File: src/rtl/dbg_console_pkg.sv
// Shared constants and request decoding for the MMIO debug console.
package dbg_console_pkg;

    localparam logic [19:0] DBG_PRINTF_TAG   = 20'h01010;
    localparam logic [63:0] DBG_EXIT_SUCCESS = 64'h1;
    localparam logic [7:0]  DBG_NO_INPUT     = 8'h00;

    typedef enum logic [1:0] {
        ReqRead,
        ReqChar,
        ReqExit,
        ReqOther
    } req_kind_e;

    // A printf tag takes precedence over the exit flag in bit 0.
    function automatic req_kind_e decode_req(input logic wen, input logic [63:0] wdata);
        if (!wen) begin
            return ReqRead;
        end
        if (wdata[63:44] == DBG_PRINTF_TAG) begin
            return ReqChar;
        end
        if (wdata[0]) begin
            return ReqExit;
        end
        return ReqOther;
    endfunction

endpackage

File: src/rtl/sync_fifo.sv
// Single-clock FIFO with wrap-bit pointers; head is read combinationally from storage.
module sync_fifo #(
    parameter int unsigned WIDTH = 8,
    parameter int unsigned DEPTH = 16
) (
    input  logic             clk,
    input  logic             rst,
    input  logic             push,
    input  logic             pop,
    input  logic [WIDTH-1:0] din,
    output logic [WIDTH-1:0] dout,
    output logic             empty,
    output logic             full
);

    localparam int unsigned AW = $clog2(DEPTH);

    logic [AW:0]      wr_ptr_q;
    logic [AW:0]      rd_ptr_q;
    logic [WIDTH-1:0] mem_q [DEPTH];
    logic             do_push;
    logic             do_pop;

    assign empty = (wr_ptr_q == rd_ptr_q);
    assign full  = (wr_ptr_q[AW] != rd_ptr_q[AW]) && (wr_ptr_q[AW-1:0] == rd_ptr_q[AW-1:0]);

    // A pop in the same cycle frees the slot, so a push into a full FIFO still lands.
    assign do_pop  = pop && !empty;
    assign do_push = push && (!full || do_pop);

    assign dout = mem_q[rd_ptr_q[AW-1:0]];

    always_ff @(posedge clk or negedge rst) begin
        if (!rst) begin
            wr_ptr_q <= '0;
            rd_ptr_q <= '0;
            for (int unsigned i = 0; i < DEPTH; i++) begin
                mem_q[i] <= '0;
            end
        end else begin
            if (do_push) begin
                mem_q[wr_ptr_q[AW-1:0]] <= din;
                wr_ptr_q                <= wr_ptr_q + (AW + 1)'(1);
            end
            if (do_pop) begin
                rd_ptr_q <= rd_ptr_q + (AW + 1)'(1);
            end
        end
    end

endmodule

File: src/rtl/dbg_console.sv
// Debug console responder: printf bytes to a TX stream, host bytes back on reads,
// and a sticky exit flag/result for the top level.
module dbg_console
    import dbg_console_pkg::*;
#(
    parameter int unsigned DATA_WIDTH = 64,
    parameter int unsigned ADDR_WIDTH = 32,
    parameter int unsigned TX_DEPTH   = 16,
    parameter int unsigned RX_DEPTH   = 8
) (
    input  logic                    clk,
    input  logic                    rst,
    input  logic                    valid,
    output logic                    ready,
    input  logic [ADDR_WIDTH-1:0]   addr,
    input  logic                    wen,
    input  logic [DATA_WIDTH-1:0]   wdata,
    input  logic [DATA_WIDTH/8-1:0] wmask,
    output logic                    rvalid,
    output logic [DATA_WIDTH-1:0]   rdata,
    output logic                    tx_valid,
    output logic [7:0]              tx_data,
    input  logic                    tx_ready,
    input  logic                    rx_valid,
    input  logic [7:0]              rx_data,
    output logic                    rx_overflow,
    output logic                    done,
    output logic                    success,
    output logic [DATA_WIDTH-1:0]   exit_word
);

    logic                  tx_full, tx_empty, rx_full, rx_empty;
    logic [7:0]            tx_head, rx_head;
    req_kind_e             req_kind;
    logic                  accept, is_read, tx_push, tx_pop, rx_pop, exit_hit;
    logic                  rvalid_q, overflow_q, done_q, success_q;
    logic [DATA_WIDTH-1:0] rdata_q, rdata_d, exit_word_q;

    // The whole region is one register, so address and byte mask carry no meaning.
    logic unused_ok;
    assign unused_ok = ^{addr, wmask};

    assign req_kind = decode_req(wen, wdata);
    assign ready    = !tx_full;
    assign accept   = valid && ready;
    assign is_read  = accept && (req_kind == ReqRead);
    assign tx_push  = accept && (req_kind == ReqChar);
    assign tx_pop   = !tx_empty && tx_ready;
    assign rx_pop   = is_read && !rx_empty;
    assign exit_hit = accept && (req_kind == ReqExit) && !done_q;

    sync_fifo #(
        .WIDTH (8),
        .DEPTH (TX_DEPTH)
    ) u_tx_fifo (
        .clk   (clk),
        .rst   (rst),
        .push  (tx_push),
        .pop   (tx_pop),
        .din   (wdata[7:0]),
        .dout  (tx_head),
        .empty (tx_empty),
        .full  (tx_full)
    );

    sync_fifo #(
        .WIDTH (8),
        .DEPTH (RX_DEPTH)
    ) u_rx_fifo (
        .clk   (clk),
        .rst   (rst),
        .push  (rx_valid),
        .pop   (rx_pop),
        .din   (rx_data),
        .dout  (rx_head),
        .empty (rx_empty),
        .full  (rx_full)
    );

    // Read data is held between responses; writes leave it untouched.
    always_comb begin
        rdata_d = rdata_q;
        if (is_read) begin
            rdata_d = {{(DATA_WIDTH - 8){1'b0}}, (rx_empty ? DBG_NO_INPUT : rx_head)};
        end
    end

    always_ff @(posedge clk or negedge rst) begin
        if (!rst) begin
            rvalid_q    <= 1'b0;
            rdata_q     <= '0;
            overflow_q  <= 1'b0;
            done_q      <= 1'b0;
            success_q   <= 1'b0;
            exit_word_q <= '0;
        end else begin
            rvalid_q <= accept;
            rdata_q  <= rdata_d;
            if (rx_valid && rx_full && !rx_pop) begin
                overflow_q <= 1'b1;
            end
            if (exit_hit) begin
                done_q      <= 1'b1;
                exit_word_q <= wdata;
                success_q   <= (wdata == DATA_WIDTH'(DBG_EXIT_SUCCESS));
            end
        end
    end

    assign rvalid      = rvalid_q;
    assign rdata       = rdata_q;
    assign tx_valid    = !tx_empty;
    assign tx_data     = tx_head;
    assign rx_overflow = overflow_q;
    assign done        = done_q;
    assign success     = success_q;
    assign exit_word   = exit_word_q;

endmodule

File: config.mk
export PLATFORM = sky130hd
export DESIGN_NAME = dbg_console
export DESIGN_NICKNAME = d
export VERILOG_FILES = /design/src/rtl/dbg_console_pkg.sv /design/src/rtl/sync_fifo.sv /design/src/rtl/dbg_console.sv
export SDC_FILE = /design/constraint.sdc
export NUM_CORES = 1
export LEC_CHECK = 0
export CORE_MARGIN = 5
export CORE_UTILIZATION = 53
export DETAILED_ROUTE_END_ITERATION = 10
export GPL_TIMING_DRIVEN = 0
export PLACE_DENSITY = 0.81
export SYNTH_ARGS = -nofsm -noshare
export SYNTH_HDL_FRONTEND = slang
export SYNTH_SLANG_ARGS = --single-unit
File: constraint.sdc
create_clock -name clk -period 2.6 [get_ports clk]
set_input_delay 0.65 -clock clk [delete_from_list [all_inputs] [get_ports clk]]
set_output_delay 0.65 -clock clk [all_outputs]
set_load 0.02 [all_outputs]
Word-level counts from Yosys, hierarchy flattened. Index checks and enable logic that the tools add are counted.

Add/sub/neg operators: 4. Multiply operators: 0. Div/mod/pow operators: 0. Order comparisons: 6. Equal/unequal tests: 10. Shift-type cells: 0. Multiplexer cells: 24. Bitwise logic cells: 4. Reduce and logical (&&, ||, !) cells: 26.

Operator list (count): $bwmux 128 (1); $bwmux 64 (1); $eq 64x1->1 const B (1); $mux 8 (7); $bmux 8 s4 (1); $demux 8 s4 (1); $bmux 8 s3 (1); $demux 8 s3 (1); $eq 20x13->1 const B (1); $logic_and 1x1->1 (17); $mux 2 (6); $add 5x1->5 const B (2); $ge 5x5->1 const B (2); $not 4->5 (2); $add 4x1->4 const B (2); $eq 4x4->1 (2); $ge 4x4->1 const B (2); $not 3->4 (2); $logic_not 1->1 (6); $eq 5x5->1 (1); $lt 5x1->1 const B (1); $mux 1 (5); $lt 4x1->1 const B (1); $eq 3x3->1 (1); other kinds (5) (7).

Flip-flop bits (word level): 286. Bits in latches: 0. Bits in writable memories: 0. Memory bits (read-only): 0. Input bits: 118. Word-level logic and storage cells: 108. Memories: 0.

Logic depth before layout (Yosys ltp). Gate-level depths: netlist of the first run.

Depth in word-level cells: 14. Gate-level depth with buffers: 8. Depth with buffers taken out: 5.

By module. A second synthesis of the first run with hierarchy kept.

Cell total of the unflattened synthesis: 912. Area, all modules: 13390.3 um^2.

Modules (own cells, without submodules): sync_fifo at u_tx_fifo (times used 1, cells an instance 429, area each 6483.7 um^2, seq. area each 3453.3 um^2); dbg_console (times used 1, cells an instance 268, area each 3467.1 um^2, seq. area each 1901.8 um^2); sync_fifo at u_rx_fifo (times used 1, cells an instance 215, area each 3439.5 um^2, seq. area each 1801.7 um^2).

Worst setup path before layout of the first run. OpenSTA, ideal clock, no wires.

Path type: register to output. Start: register u_tx_fifo.rd_ptr_q[0]. End: output tx_data[0]. Arrival time: 1.847 ns. Setup slack: 0.103 ns. Stages on the path, launching flop included: 5. Buffers on the path: 2. Cells stage by stage: dfrtp_1 buf_4 buf_2 mux4_2 mux4_2.

Longest elaborated chain between the ends: 4.

RTL lines: start, declared (RTL line sync_fifo.sv:19) `logic [AW:0] rd_ptr_q;`; start signal, assigned (RTL line sync_fifo.sv:46) `rd_ptr_q <= rd_ptr_q + (AW + 1)'(1);`; $not 4->5 (implied by the code) (RTL line sync_fifo.sv:31) `assign dout = mem_q[rd_ptr_q[AW-1:0]];`; $bmux 8 s4 (RTL line sync_fifo.sv:31); $mux 8 (implied by the code) (2 in series) (RTL line sync_fifo.sv:31); end, declared (RTL line dbg_console.sv:22) `output logic [7:0] tx_data,`.

Every way passes these cells. The select of a mux whose other input is x is not followed.

Worst setup path in the final report of the first run. Same ends and word-level chain as after synthesis.

==> results of run 1 <==
## layout by cell type, fill, tap and decap left out, types with 8 or more instances in the layout
cell type,n
buf_4,80
buf_12,16
clkinv_2,12
buf_6,17
mux2_2,134
o2bb2ai_1,8
mux2i_1,9
xnor2_1,14
clkdlybuf4s50_1,152
nor4_1,14
clkbuf_1,14
nand2_1,9
mux2_4,124
clkbuf_16,33
mux4_2,56
dfrtp_1,285
nand4_1,9
and3_4,13
conb_1,56
## worst min-delay path by stage
stage	from	endpoint	slack, ps	cells past startpoint
2_1_floorplan	rst	done	350	0
3_3_place_gp	exit_word[0]	exit_word[0]	450	1
6_report	rst	u_tx_fifo.mem_q[42]	40	1
4_1_cts	rst	u_tx_fifo.mem_q[42]	60	1
5_1_grt	rst	u_tx_fifo.mem_q[42]	90	1
3_5_place_dp	exit_word[0]	exit_word[0]	460	1
## state kept, by name (all words and copies together) (netlist names)
signal / flops
done: 1
exit_word: 64
rdata: 8
rvalid: 1
rx_overflow: 1
success: 1
u_rx_fifo.mem_q: 64
u_rx_fifo.rd_ptr_q: 4
u_rx_fifo.wr_ptr_q: 4
u_tx_fifo.mem_q: 128
u_tx_fifo.rd_ptr_q: 5
u_tx_fifo.wr_ptr_q: 5
## worst max-delay path, delay by kind of cell, from the launching register on
family	cells	cell delay (ps)
buffers and inverters	3	440
flip-flops	1	440
multiplexers	2	1070
## kinds of logic after synthesis
family,count (synthesis),synth area share (%)
fa+ha+maj,7,0.635
xor+xnor,24,1.52
buf+inv,113,6.30
simple gates,84,4.39
mux,323,34.1
flops,286,51.9
other cells,1,0.0272
compound gates,17,1.11
## final cells by class
type | count | area share [%]
clock buffers | 38 | 4.81
clock inverters | 19 | 1.24
flip-flops and latches | 286 | 40.4
repair buffers | 189 | 11.3
multi-input cells | 511 | 34.3
plain buffers | 107 | 5.46
well taps | 335 | 2.37
inverters | 4 | 0.0848
## where the power goes
group / leakage [nW] / switching (mW) / internal [mW]
logic: 3.72 / 2.98 / 3.51
clock network: 0.540 / 1.88 / 2.73
registers: 3.68 / 0.669 / 5.64
## through the flow
stage,setup TNS (ps),utilization (%),setup WS [ps],instances
after detailed placement,-104710,62.3,-695,1410
after CTS,-11640,67.5,-576,1477
after floorplan,0,-,103,910
after global routing,-9800,68.5,-609,1489
final,-5400,68.5,-576,1489
after global placement,-3376970,62.1,-11480,1408
## layer usage
metal  part of all wire (%)  wire, um
met3                    7.1      2330
met4                    2.2       727
met1                     42     13700
met5                      0         0
met2                     49     15900
## repair_timing
item / in CTS / in global routing
endpoints found under the setup margin: 10 / 237
cloned: 2 / 3
hold buffers: 0 / 0
setup buffers: 8 / 13
gates resized for setup: 93 / 34
pin swaps: 2 / 5
==> impl_metrics.py, run 1 <==
metrics = {
    "die": {
        "core-area_um2": 25800,
        "die_w_um": 171,
        "design.portCount": 260,
        "start_util_pct": 53.4,
        "die_area_um2": 29300,
        "die_y_um": 171,
        "core.rowCount": 59,
    },
    "sta": {
        "min_period_ps": 3180,
        "slew_violations": 0,
        "whs_ps": 44.7,
        "worst_pin_slew_ps": 867,
        "fin_worst_skew_ps": 16.3,
        "hold_viol_final": 0,
        "setup_viol": 78,
        "setup_slack_ps": -576,
        "rsz0062_at_grt": "true",
        "relSlewSlack_pct": 42.2,
        "fin_crit_sh_pct": 122,
        "fmax_mhz": 315,
    },
    "route": {
        "drt_iter0_drc": 443,
        "drcViolationCount": 0,
        "firstDrtPassIters": 5,
        "via_per_inst": 5.46,
        "wl_um": 32700,
        "vias": 8137,
        "wire_per_inst_um": 22.0,
        "ant_nets": 0,
    },
    "logic_synthesis": {
        "synth_top_area_share_pct": 51.9,
        "synthMostInstantiatedCell": "dfrtp_1",
        "yosys-top-cells-count": "dfrtp_1, mux2_2, mux2_4",
        "async_reset_ff_share_pct": 100,
        "ys_ff_latch": 286,
        "avgSynthCellArea_um2": 16.1,
        "yosys_most_used_dff": "dfrtp_1",
        "synth_cells": 855,
        "synth_warnings": 0,
        "synth.distinct_cells": 46,
        "yosysTopAreaCell": "dfrtp_1",
        "yosysSeqAreaShare_pct": 51.9,
        "synth.area.top_cells": "dfrtp_1, mux2_4, mux2_2, mux4_2, buf_4",
        "synthesis.area_um2": 13800,
        "synth_edf_count": 0,
    },
    "grt": {
        "grt_overflow": 0,
        "grt_pass1_vias": 8616,
        "grt_usage_pct": 21.6,
        "met2_usage_pct": 35.0,
        "use_met1_pct": 30.4,
        "grt_max_degree": 126,
        "use_met3_pct": 4.67,
        "antenna_found_initial": 0,
        "busiest_layer": "met2",
        "grt_first_pass_wirelength_um": 50000,
    },
    "pwr": {
        "leakagePower_nw": 7.94,
        "total_power_mw": 17.4,
        "p_per_area_nw_per_um2": 983,
        "ir_worst_vdd_mv": 0.713,
    },
    "place": {
        "place_congestion": 0.766,
        "place_area_um2": 16100,
        "dp_hpwl_um": 21700,
        "portBuffers": 163,
    },
    "worst_setup_path": {
        "cp_max_fo": 5,
        "r2r_cells": 11,
        "crit_slowest_cell": "mux4_2",
        "r2r-start": "u_tx_fifo.rd_ptr_q[0]",
        "cp-startpoint": "u_tx_fifo.rd_ptr_q[0]",
        "critPathRequiredTime_ps": 1950,
        "reg2reg_to": "u_tx_fifo.mem_q[57]",
        "worst_path_largest_cell_delay_ps": 550,
        "cp-endpoint": "tx_data[0]",
        "cp-start-kind": "flop",
        "crit_type": "reg2out",
        "crit_chain": "buf_12 -> buf_12 -> mux4_2 -> mux4_2 -> buf_6",
        "cp.arrival_ps": 2530,
        "endpoint_kind": "output port",
        "r2r_setup_slack_ps": -30,
    },
    "final_layout": {
        "antenna_cells": 0,
        "seqCellArea_um2": 7160,
        "nFillCells": 1762,
        "syn2layout_area_growth_pct": 28.3,
        "drive_above_1_share_pct": 46.2,
        "design_area_um2": 17700,
        "multi_input_area_um2": 6070,
        "fin_nets": 1255,
    },
    "status": {
        "violations": "setup timing",
        "status": "finished with violations",
    },
    "clock_network": {
        "cts_root_buffer": "clkbuf_16",
        "path_clk_slew_ps": 60,
        "clock_latency_ps": 570,
        "cts_buffers": 31,
        "clk_path_buf_depth": 3,
        "cts.sinks": 286,
        "tritoncts": "done",
        "htree_num_levels": 1,
    },
    "worst_hold_path": {
        "hp-class": "in2async",
    },
    "job": {
        "drv_cap": 0,
    },
}
No activity file was read; power rests on OpenSTA's default activity.
==> run 2, diff against run 1 <==
Settings changed: CORE_UTILIZATION 53 to 40, CTS_CLUSTER_DIAMETER set to 200, PLACE_DENSITY 0.81 to not set.
==> run 2 against run 1 <==
Worst hold slack gained 5.0 ps. The flow still finishes with violations (setup timing). Die area is 30% higher. Largest power group unchanged. Total power shrank 1.5%. Count of clock-buffer cells in the layout is 9 higher. Register-to-register slack lost 70 ps. First-iteration DRC count fell by 9.5%. Core utilization down 16 points. Clock skew up 3.2 ps. Critical endpoint is now tx_data[7]. Sequential cell count unchanged.
==> impl_metrics.py, run 2 (synthesis gave the netlist of run 1 again) <==
metrics = {
    "status": {
        "status": "finished with violations",
        "violations": "setup timing",
    },
    "final_layout": {
        "multi_input_area_um2": 6150,
        "design_area_um2": 17900,
        "final_common_cell": "dfrtp_1",
        "syn2layout_area_growth_pct": 29.6,
        "final_util_pct": 52.1,
        "largest_reg_flops": 128,
        "fin_nets": 1251,
        "nFillCells": 2879,
        "seqCellArea_um2": 7160,
        "drive_above_1_share_pct": 45.6,
        "top_register": "u_tx_fifo.mem_q",
        "antenna_cells": 0,
        "layout_common_cells": "dfrtp_1, clkdlybuf4s50_1, mux2_4, mux2_2, buf_4",
    },
    "place": {
        "place_congestion": 0.730,
        "dp_hpwl_um": 22400,
        "place_area_um2": 16300,
        "portBuffers": 163,
    },
    "worst_setup_path": {
        "critPathRequiredTime_ps": 1950,
        "crit_type": "reg2out",
        "cp.arrival_ps": 2540,
        "cp_max_fo": 8,
        "endpoint_kind": "output port",
        "cp-start-kind": "flop",
    },
    "clock_network": {
        "cts_buffers": 31,
        "clk_path_buf_depth": 3,
        "cts_root_buffer": "clkbuf_16",
        "cts.sinks": 286,
        "clock_latency_ps": 570,
        "path_clk_slew_ps": 60,
        "tritoncts": "done",
        "hold_buffers": 0,
        "htree_num_levels": 1,
    },
    "die": {
        "die_w_um": 196,
        "core-area_um2": 34300,
        "design.portCount": 260,
        "start_util_pct": 40.2,
        "core.rowCount": 68,
        "die_y_um": 196,
        "die_area_um2": 38300,
    },
    "grt": {
        "grt_usage_pct": 17.1,
        "antenna_found_initial": 0,
        "grt_first_pass_wirelength_um": 51600,
        "grt_overflow": 0,
        "grt_max_degree": 114,
        "grt_pass1_vias": 8461,
    },
    "route": {
        "firstDrtPassIters": 4,
        "drcViolationCount": 0,
        "via_per_inst": 4.96,
        "wl_um": 33500,
        "ant_nets": 0,
        "wire_per_inst_um": 20.9,
        "vias": 7951,
        "drt_iter0_drc": 401,
    },
    "sta": {
        "setup_viol": 130,
        "setup_slack_ps": -589,
        "tns_ps": -14640,
        "fmax_mhz": 314,
        "fin_worst_skew_ps": 19.4,
        "fin_crit_sh_pct": 123,
        "rsz0062_at_grt": "true",
        "relSlewSlack_pct": 37.2,
        "slew_violations": 0,
        "worst_pin_slew_ps": 942,
        "hold_viol_final": 0,
        "whs_ps": 49.8,
        "min_period_ps": 3190,
    },
    "pwr": {
        "ir_worst_vdd_mv": 0.776,
        "leakagePower_nw": 7.91,
        "p_per_area_nw_per_um2": 959,
    },
    "job": {
        "drv_cap": 0,
    },
    "worst_hold_path": {
        "hp-class": "in2async",
    },
}
-- run 2: cell types whose count changed in the layout (fill, tap and decap cells not counted), moves of 3 or more --
cell	delta
and3_1	-3
and3_4	+3
buf_2	+5
buf_4	-7
clkbuf_1	+7
clkbuf_4	-3
clkbuf_8	+3
clkinv_2	-7
mux2_2	-12
mux2_4	+12
-- run 2: final timing paths --
| check | startpoint | end | slack [ps] | cells after the start |
|---|---|---|---|---|
| setup / recovery | u_tx_fifo.rd_ptr_q[0] | tx_data[7] | -590 | 5 |
| hold / removal | rst | u_rx_fifo.mem_q[57] | 50 | 1 |
| setup reg to reg | u_tx_fifo.rd_ptr_q[0] | u_tx_fifo.mem_q[82] | -100 | 12 |
| hold reg to reg | rx_overflow | rx_overflow | 460 | 1 |
| max in group asynchronous | rst | u_tx_fifo.mem_q[125] | 1550 | 2 |
| min in group clk | rx_overflow | rx_overflow | 460 | 1 |
-- run 2: area by class of cell --
cell class                      count  area share (%)
Sequential cell                   286            40.0
Clock buffer                       47            5.07
Timing Repair Buffer              183            10.6
Clock inverter                      9           0.756
Tap cell                          455            3.18
Buffer                            109            5.87
Inverter                            4          0.0840
Multi-Input combinational cell    511            34.4
-- run 2: timing repair --
action / 4_1_cts / 5_1_grt
gates resized for setup: 92 / 59
cloned: 0 / 5
pin swaps: 2 / 5
setup endpoints to repair: 10 / 179
buffers inserted: 6 / 7
-- run 2: where the power goes --
part | internal (mW) | switching [mW] | total, mW
Combinational | 3.42 | 2.95 | 6.37
Clock | 2.69 | 1.81 | 4.50
Sequential | 5.64 | 0.640 | 6.28
-- run 2: metal layers --
metal | vias up | GRT usage (%) | part of all wire, %
met5 | - | 0 | 0
met4 | 0 | 3.36 | 1.7
met3 | 43 | 3.85 | 6.9
met2 | 193 | 26.8 | 46
met1 | 4136 | 24.7 | 46
li1 | 3579 | - | -
-- run 2: worst max-delay path, stage by stage, from the launching register on --
cell and delay, ps:
dfrtp_1 410, buf_12 170, buf_12 140, mux4_2 540
mux4_2 530, buf_6 160
-- run 2: metrics by stage --
step	total power, mW	cells	setup slack (ps)
floorplan	9.96	910	103
global placement	12.3	1528	-11970
detailed placement	12.3	1530	-800
CTS	17.2	1592	-617
global route	18.1	1604	-653
finish	17.1	1604	-589
==> run 3, diff against run 2 <==
Settings changed: CTS_CLUSTER_DIAMETER 200 to 150.
==> results of run 3 <==
Same layout as run 2: the final DEF is identical, and so are final timing and power.
